`src/rtl/sha256_pkg.sv`:
```
// ---------------------------------------------------------------------------
// sha256_pkg
//   Shared types and helpers for the SHA-256 message padder.
//   - state_e        : padder FSM states
//   - SHA_BLK_WORDS  : 32-bit words per SHA-256 block
//   - SHA_PAD_BYTE   : the single '1' bit terminator, as a byte
//   - byte_mask()    : keeps the left-justified valid bytes of a word
//   - pad_word()     : masks a final word and drops 0x80 after its data
// ---------------------------------------------------------------------------
package sha256_pkg;

    typedef enum logic [1:0] {
        ST_FILL = 2'd0,   // collecting message words into the buffer
        ST_EMIT = 2'd1,   // presenting a finished block downstream
        ST_XTRA = 2'd2    // building the trailing length-only block
    } state_e;

    localparam int          SHA_BLK_WORDS = 16;
    localparam logic [7:0]  SHA_PAD_BYTE  = 8'h80;

    // Bytes are left-justified: byte 0 lives in [31:24].
    function automatic logic [31:0] byte_mask(input logic [2:0] nbytes);
        logic [31:0] m;
        case (nbytes)
            3'd0:    m = 32'h0000_0000;
            3'd1:    m = 32'hFF00_0000;
            3'd2:    m = 32'hFFFF_0000;
            3'd3:    m = 32'hFFFF_FF00;
            default: m = 32'hFFFF_FFFF;
        endcase
        return m;
    endfunction

    // With fewer than 4 valid bytes the terminator fits in the same word;
    // a full word is returned unchanged and the terminator goes elsewhere.
    function automatic logic [31:0] pad_word(input logic [31:0] data,
                                             input logic [2:0]  nbytes);
        logic [31:0] w;
        w = data & byte_mask(nbytes);
        case (nbytes)
            3'd0:    w[31:24] = SHA_PAD_BYTE;
            3'd1:    w[23:16] = SHA_PAD_BYTE;
            3'd2:    w[15:8]  = SHA_PAD_BYTE;
            3'd3:    w[7:0]   = SHA_PAD_BYTE;
            default: w        = data;
        endcase
        return w;
    endfunction

endpackage

```
`src/rtl/sha256_padder.sv`:
```
// ---------------------------------------------------------------------------
// sha256_padder
//   Turns a stream of 32-bit big-endian message words into SHA-256 padded
//   512-bit blocks (0x80 terminator, zero fill, 64-bit bit length), one block
//   at a time over a valid/ready handshake.
//
//   clk        in   clock, all logic on rising edge
//   reset      in   synchronous active-high reset, clears all state
//   in_valid   in   input word valid
//   in_ready   out  padder accepts a word this cycle (only in ST_FILL)
//   in_data    in   message word, first byte in [31:24]
//   in_nbytes  in   valid bytes (left-justified); 0..4 only with in_last
//   in_last    in   final word of the message
//   blk_valid  out  blk_data holds a complete block
//   blk_ready  in   consumer takes the block
//   blk_data   out  padded block, word i at [32*i+31:32*i]
//   blk_last   out  final block of the message (carries the length)
// ---------------------------------------------------------------------------
module sha256_padder
    import sha256_pkg::*;
#(
    parameter int LEN_W     = 64,
    parameter int BLK_WORDS = SHA_BLK_WORDS
) (
    input  logic                   clk,
    input  logic                   reset,
    input  logic                   in_valid,
    output logic                   in_ready,
    input  logic [31:0]            in_data,
    input  logic [2:0]             in_nbytes,
    input  logic                   in_last,
    output logic                   blk_valid,
    input  logic                   blk_ready,
    output logic [32*BLK_WORDS-1:0] blk_data,
    output logic                   blk_last
);

    localparam int IDX_W = $clog2(BLK_WORDS);
    // Highest pad position that still leaves room for the two length words.
    localparam int LEN_FIT_MAX = BLK_WORDS - 3;

    state_e             state_q;
    logic [IDX_W-1:0]   idx_q;
    logic [LEN_W-1:0]   len_q;
    logic [31:0]        buf_q [BLK_WORDS];
    logic               blk_valid_q;
    logic               blk_last_q;
    logic               pend_xtra_q;
    logic               pend_80_q;

    logic [2:0]         nb_eff;
    logic [LEN_W-1:0]   len_d;
    logic [63:0]        len_d64;
    logic [63:0]        len_q64;
    int                 pad_pos;
    logic [31:0]        last_blk_d [BLK_WORDS];
    logic [31:0]        xtra_blk_d [BLK_WORDS];

    // Anything other than a short final word counts as a full word.
    always_comb begin
        nb_eff  = (in_last && (in_nbytes < 3'd4)) ? in_nbytes : 3'd4;
        len_d   = len_q + LEN_W'({nb_eff, 3'b000});
        len_d64 = 64'(len_d);
        len_q64 = 64'(len_q);
        // A full final word pushes the terminator into the following word.
        pad_pos = int'(idx_q) + ((nb_eff == 3'd4) ? 1 : 0);

        for (int w = 0; w < BLK_WORDS; w++) begin
            if (w < int'(idx_q)) begin
                last_blk_d[w] = buf_q[w];
            end else if (w == int'(idx_q)) begin
                last_blk_d[w] = pad_word(in_data, nb_eff);
            end else if (w == pad_pos) begin
                last_blk_d[w] = {SHA_PAD_BYTE, 24'h0};
            end else if ((pad_pos <= LEN_FIT_MAX) && (w == BLK_WORDS - 2)) begin
                last_blk_d[w] = len_d64[63:32];
            end else if ((pad_pos <= LEN_FIT_MAX) && (w == BLK_WORDS - 1)) begin
                last_blk_d[w] = len_d64[31:0];
            end else begin
                last_blk_d[w] = 32'h0;
            end
        end

        // Trailing block: optional terminator in word 0, length at the end.
        for (int w = 0; w < BLK_WORDS; w++) begin
            if (w == 0 && pend_80_q) begin
                xtra_blk_d[w] = {SHA_PAD_BYTE, 24'h0};
            end else if (w == BLK_WORDS - 2) begin
                xtra_blk_d[w] = len_q64[63:32];
            end else if (w == BLK_WORDS - 1) begin
                xtra_blk_d[w] = len_q64[31:0];
            end else begin
                xtra_blk_d[w] = 32'h0;
            end
        end
    end

    always_ff @(posedge clk) begin
        if (reset) begin
            state_q     <= ST_FILL;
            idx_q       <= '0;
            len_q       <= '0;
            blk_valid_q <= 1'b0;
            blk_last_q  <= 1'b0;
            pend_xtra_q <= 1'b0;
            pend_80_q   <= 1'b0;
            for (int w = 0; w < BLK_WORDS; w++) begin
                buf_q[w] <= 32'h0;
            end
        end else begin
            case (state_q)
                ST_FILL: begin
                    if (in_valid) begin
                        len_q <= len_d;
                        if (in_last) begin
                            for (int w = 0; w < BLK_WORDS; w++) begin
                                buf_q[w] <= last_blk_d[w];
                            end
                            idx_q       <= '0;
                            state_q     <= ST_EMIT;
                            blk_valid_q <= 1'b1;
                            blk_last_q  <= (pad_pos <= LEN_FIT_MAX);
                            pend_xtra_q <= (pad_pos > LEN_FIT_MAX);
                            pend_80_q   <= (pad_pos == BLK_WORDS);
                        end else begin
                            buf_q[idx_q] <= in_data;
                            if (idx_q == IDX_W'(BLK_WORDS - 1)) begin
                                idx_q       <= '0;
                                state_q     <= ST_EMIT;
                                blk_valid_q <= 1'b1;
                                blk_last_q  <= 1'b0;
                                pend_xtra_q <= 1'b0;
                                pend_80_q   <= 1'b0;
                            end else begin
                                idx_q <= idx_q + IDX_W'(1);
                            end
                        end
                    end
                end
                ST_EMIT: begin
                    if (blk_ready) begin
                        blk_valid_q <= 1'b0;
                        if (pend_xtra_q) begin
                            state_q <= ST_XTRA;
                        end else begin
                            state_q <= ST_FILL;
                            if (blk_last_q) begin
                                len_q <= '0;
                                idx_q <= '0;
                            end
                        end
                    end
                end
                ST_XTRA: begin
                    for (int w = 0; w < BLK_WORDS; w++) begin
                        buf_q[w] <= xtra_blk_d[w];
                    end
                    blk_last_q  <= 1'b1;
                    blk_valid_q <= 1'b1;
                    pend_xtra_q <= 1'b0;
                    pend_80_q   <= 1'b0;
                    state_q     <= ST_EMIT;
                end
                default: begin
                    state_q <= ST_FILL;
                end
            endcase
        end
    end

    // Held low while reset is asserted so nothing is taken during that cycle.
    assign in_ready  = (state_q == ST_FILL) && !reset;
    assign blk_valid = blk_valid_q;
    assign blk_last  = blk_last_q;

    generate
        for (genvar gi = 0; gi < BLK_WORDS; gi++) begin : g_blk
            assign blk_data[32*gi +: 32] = buf_q[gi];
        end
    endgenerate

endmodule

```
`config.mk`:
```
export PLATFORM = sky130hd
export DESIGN_NAME = sha256_padder
export DESIGN_NICKNAME = d
export VERILOG_FILES = /design/src/rtl/sha256_pkg.sv /design/src/rtl/sha256_padder.sv
export SDC_FILE = /design/constraint.sdc
export NUM_CORES = 1
export LEC_CHECK = 0
export BUFFER_PORTS_ARGS = -buffer_cell sky130_fd_sc_hd__buf_4
export CORE_ASPECT_RATIO = 1.1
export CORE_MARGIN = 3
export CORE_UTILIZATION = 49
export CTS_CLUSTER_SIZE = 16
export DETAILED_ROUTE_END_ITERATION = 8
export GPL_TIMING_DRIVEN = 0
export HOLD_SLACK_MARGIN = 0.15
export PLACE_DENSITY = 0.85
export REMOVE_ABC_BUFFERS = 1
export SYNTH_ARGS = -nofsm -noshare
export SYNTH_HDL_FRONTEND = slang
export SYNTH_SLANG_ARGS = --single-unit
```
`constraint.sdc`:
```
create_clock -name clk -period 4.8 [get_ports clk]
set_input_delay 0.96 -clock clk [delete_from_list [all_inputs] [get_ports clk]]
set_output_delay 0.96 -clock clk [all_outputs]
set_load 0.02 [all_outputs]
```
==> flow_summary.yaml <==
finish:
  multiInputGateArea_sq_mm: 0.00837
  area_growth_pct: 26.8
  layout-drive-gt1-share_pct: 27.0
  seqCellArea_sq_mm: 0.0168
  fin_nets: 2672
  utilization_pct: 63.1
  fillerInstances: 3756
global_route:
  grt_first_pass_wirelength_um: 132000
  grt_max_degree: 79
  antenna_found_initial: 6
  grt_usage_pct: 32.6
  first_global_vias: 19719
  grt_overflow: 0
worst_setup_path:
  endpoint_kind: "flop"
  crit_fanout: 51
  r2r_slack_ns: 0.80
  cp_data_arrival_time_ns: 5.09
  r2r-start: "state_q[1]"
  reg2reg_to: "buf_q[12][30]"
  worstPathRequired_ns: 5.12
  ff2ff_path_depth: 6
  crit_type: "input port to flop"
  start_kind: "input port"
die:
  fp-row-count: 87
  die-area_sq_mm: 0.0551
  die_w_um: 224
  die_y_um: 246
  coreArea_sq_mm: 0.0515
  num_io_pins: 555
  initial_utilization_pct: 49.8
power_and_ir_drop:
  leakage_nw: 12.9
  p_total_mw: 11.7
  peakVddDrop_mv: 0.248
  p_per_area_mw_per_mm2: 361
detailed_routing:
  drt-vias-per-instance: 6.25
  first_pass_iters: 8
  drtIter0Drc: 2555
  routed_wirelength_um: 93000
  vias: 20850
  avgRoutedWirePerCell_um: 27.9
  ant_nets: 0
  drc: 0
logic_synthesis:
  yosys-top-cells-area: "edfxtp_1, and2_1, dfxtp_1"
  synthFlopType: "edfxtp_1"
  synth_edf_count: 512
  synth_top_area_cell: "edfxtp_1"
  synth_top_area_share_pct: 60.0
  async_flop_share_pct: 0
  synth.avg_cell_area_sq_um: 12.0
  synth_area_sq_mm: 0.0256
  yosysWarnings: 0
  yosysUniqueCellTypes: 81
  ys_seq_elements: 583
  syn-instance-count: 2137
  yosysSeqAreaShare_pct: 65.5
min_path:
  min_from: "len_q[33]"
  hold_depth: 2
  min_to: "len_q[33]"
  hold_class: "flop to flop"
timing:
  drv_slew: 0
  grt_setup_unrepaired: "no"
  worstMarginPinSlew_ns: 1.36
  timing.fmax_mhz: 210
  hold_viol_final: 0
  tns_ns: 0
  slew-limit-headroom_pct: 8.93
  setup_viol: 0
  clock_skew_ns: 0.0284
  fin_crit_sh_pct: 99.4
  fin_crit_ns: 4.77
cts:
  cts_made_buffers: 56
  clock_latency_ns: 0.62
  cts.sinks: 583
  cts-root-buf: "clkbuf_16"
  cts_tree: "yes"
  htree_levels: 2
  cts_hold_buf: 0
  clock_path_buffers: 3
  clkTransAtPathRegs_ns: 0.07
run:
  cap_viol_max_count: 0
placement:
  place_congestion: 0.961
  dp_hpwl_um: 65200
  port_buffers: 554
run_status:
  status: "complete, no violations"
what timing repair did:
| item | in CTS | in global routing |
|---|---|---|
| gates resized for setup | 0 | 1 |
| buffers inserted | 0 | 0 |
| setup endpoints to repair | 0 | 1 |
cells by family (layout without fill, tap and decap cells):
kind of cell | after synthesis | count (layout) | share of synthesized area (%)
AO/OA/AOI/OAI | 433 | 433 | 10.5
XOR/XNOR | 12 | 12 | 0.410
AND/OR/NAND/NOR | 934 | 934 | 20.2
other | 0 | 4 | 0
multiplexers | 4 | 4 | 0.156
adder cells (fa/ha/maj) | 10 | 10 | 0.518
buffers and inverters | 161 | 691 | 2.65
flip-flops | 583 | 583 | 65.5
registers in the layout (all words and copies together) (netlist names):
register and cells:
blk_last 1, blk_valid 1, buf_q 512, idx_q 4, len_q 61, pend_80_q 1, pend_xtra_q 1, state_q 2
routing by layer:
layer	global-route usage (%)	share of wire [%]	vias to the layer above
met2	54.0	48	1590
met3	7.31	11	341
met1	39.0	34	10073
met4	19.5	7.2	0
met5	0	0	-
li1	-	-	8846
cell usage after synthesis, drive strengths merged, types with 4 or more instances:
| master | instances |
|---|---|
| and3 | 76 |
| xnor2 | 7 |
| a221o | 12 |
| o311ai | 25 |
| nand2b | 11 |
| nand3 | 45 |
| nor4 | 18 |
| a21oi | 98 |
| edfxtp | 512 |
| inv | 11 |
| or2 | 4 |
| a22oi | 19 |
| mux2i | 4 |
| buf | 38 |
| nand4 | 21 |
| or3 | 10 |
| nor2b | 123 |
| nor2 | 164 |
| or4 | 5 |
| and4 | 17 |
| ha | 9 |
| a211oi | 5 |
| nor3 | 37 |
| o21ai | 150 |
| clkbuf | 111 |
| and2 | 253 |
| a21o | 6 |
| o21a | 5 |
| o31ai | 28 |
| o211ai | 6 |
| dfxtp | 71 |
| a31oi | 35 |
| xor2 | 5 |
| o22ai | 16 |
| nand2 | 136 |
how the worst max path moves through the flow:
stage                        from  cells past startpoint            end  slack, ns
after CTS                 in_last                      8  buf_q[15][30]       0.23
after global placement      reset                      4    buf_q[5][4]      -3.59
final                     in_last                      8  buf_q[15][30]       0.03
after floorplan             reset                      4    buf_q[4][0]      -0.75
after global routing      in_last                      8  buf_q[15][30]       0.02
after detailed placement  in_last                      8  buf_q[15][30]      -0.36
placed cells by master, fill, tap and decap left out, types with 17 or more instances in the layout:
master / Yosys / routed
nor2_1: 162 / 159
and2_1: 253 / 253
nand2_1: 133 / 129
and4_1: 17 / 17
o311ai_1: 18 / 18
buf_4: 7 / 557
o31ai_1: 27 / 27
nor3_1: 35 / 35
nand4_1: 19 / 19
o21ai_0: 141 / 136
clkbuf_16: 0 / 56
edfxtp_1: 512 / 512
a31oi_1: 35 / 35
a21oi_1: 98 / 94
nand3_1: 43 / 43
a22oi_1: 19 / 19
nor2b_1: 123 / 122
dfxtp_1: 71 / 71
and3_1: 76 / 76
critical path: stages:
cell      delay (ns)
buf_4           0.26
and2b_1         0.69
clkinv_1        0.60
ha_1            0.48
and2_1          0.23
a22o_1          0.27
a2111o_2        0.84
o311ai_0        0.71
area by class of cell:
cell class                      count  share of cell area (%)
Inverter                           12                   0.139
Timing Repair Buffer              576                    14.1
Multi-Input combinational cell   1393                    25.8
Tap cell                          667                    2.57
Sequential cell                   583                    51.7
Clock buffer                       61                    4.40
Clock inverter                     42                    1.36
Antenna cell                        4                  0.0308
power breakdown:
group          leakage, nW  internal (mW)  switching [mW]  total (mW)
registers             6.02           5.76           0.101        5.86
logic                 6.03          0.430           0.916        1.35
clock network        0.899           2.51            2.01        4.52
total                 12.9           8.70            3.03        11.7
per-stage QoR:
| stage | hold WS (ns) | std cells | cell area (sq um) | setup WS [ns] |
|---|---|---|---|---|
| after global placement | 0.480 | 3209 | 30000 | -3.59 |
| after CTS | 0.506 | 3333 | 32500 | 0.225 |
| after detailed placement | 0.495 | 3230 | 30600 | -0.355 |
| final | 0.511 | 3338 | 32500 | 0.0306 |
| after global routing | 0.539 | 3335 | 32500 | 0.0170 |
| after floorplan | 0.457 | 1988 | 25000 | -0.749 |
Power figures use the tool's default switching activity.
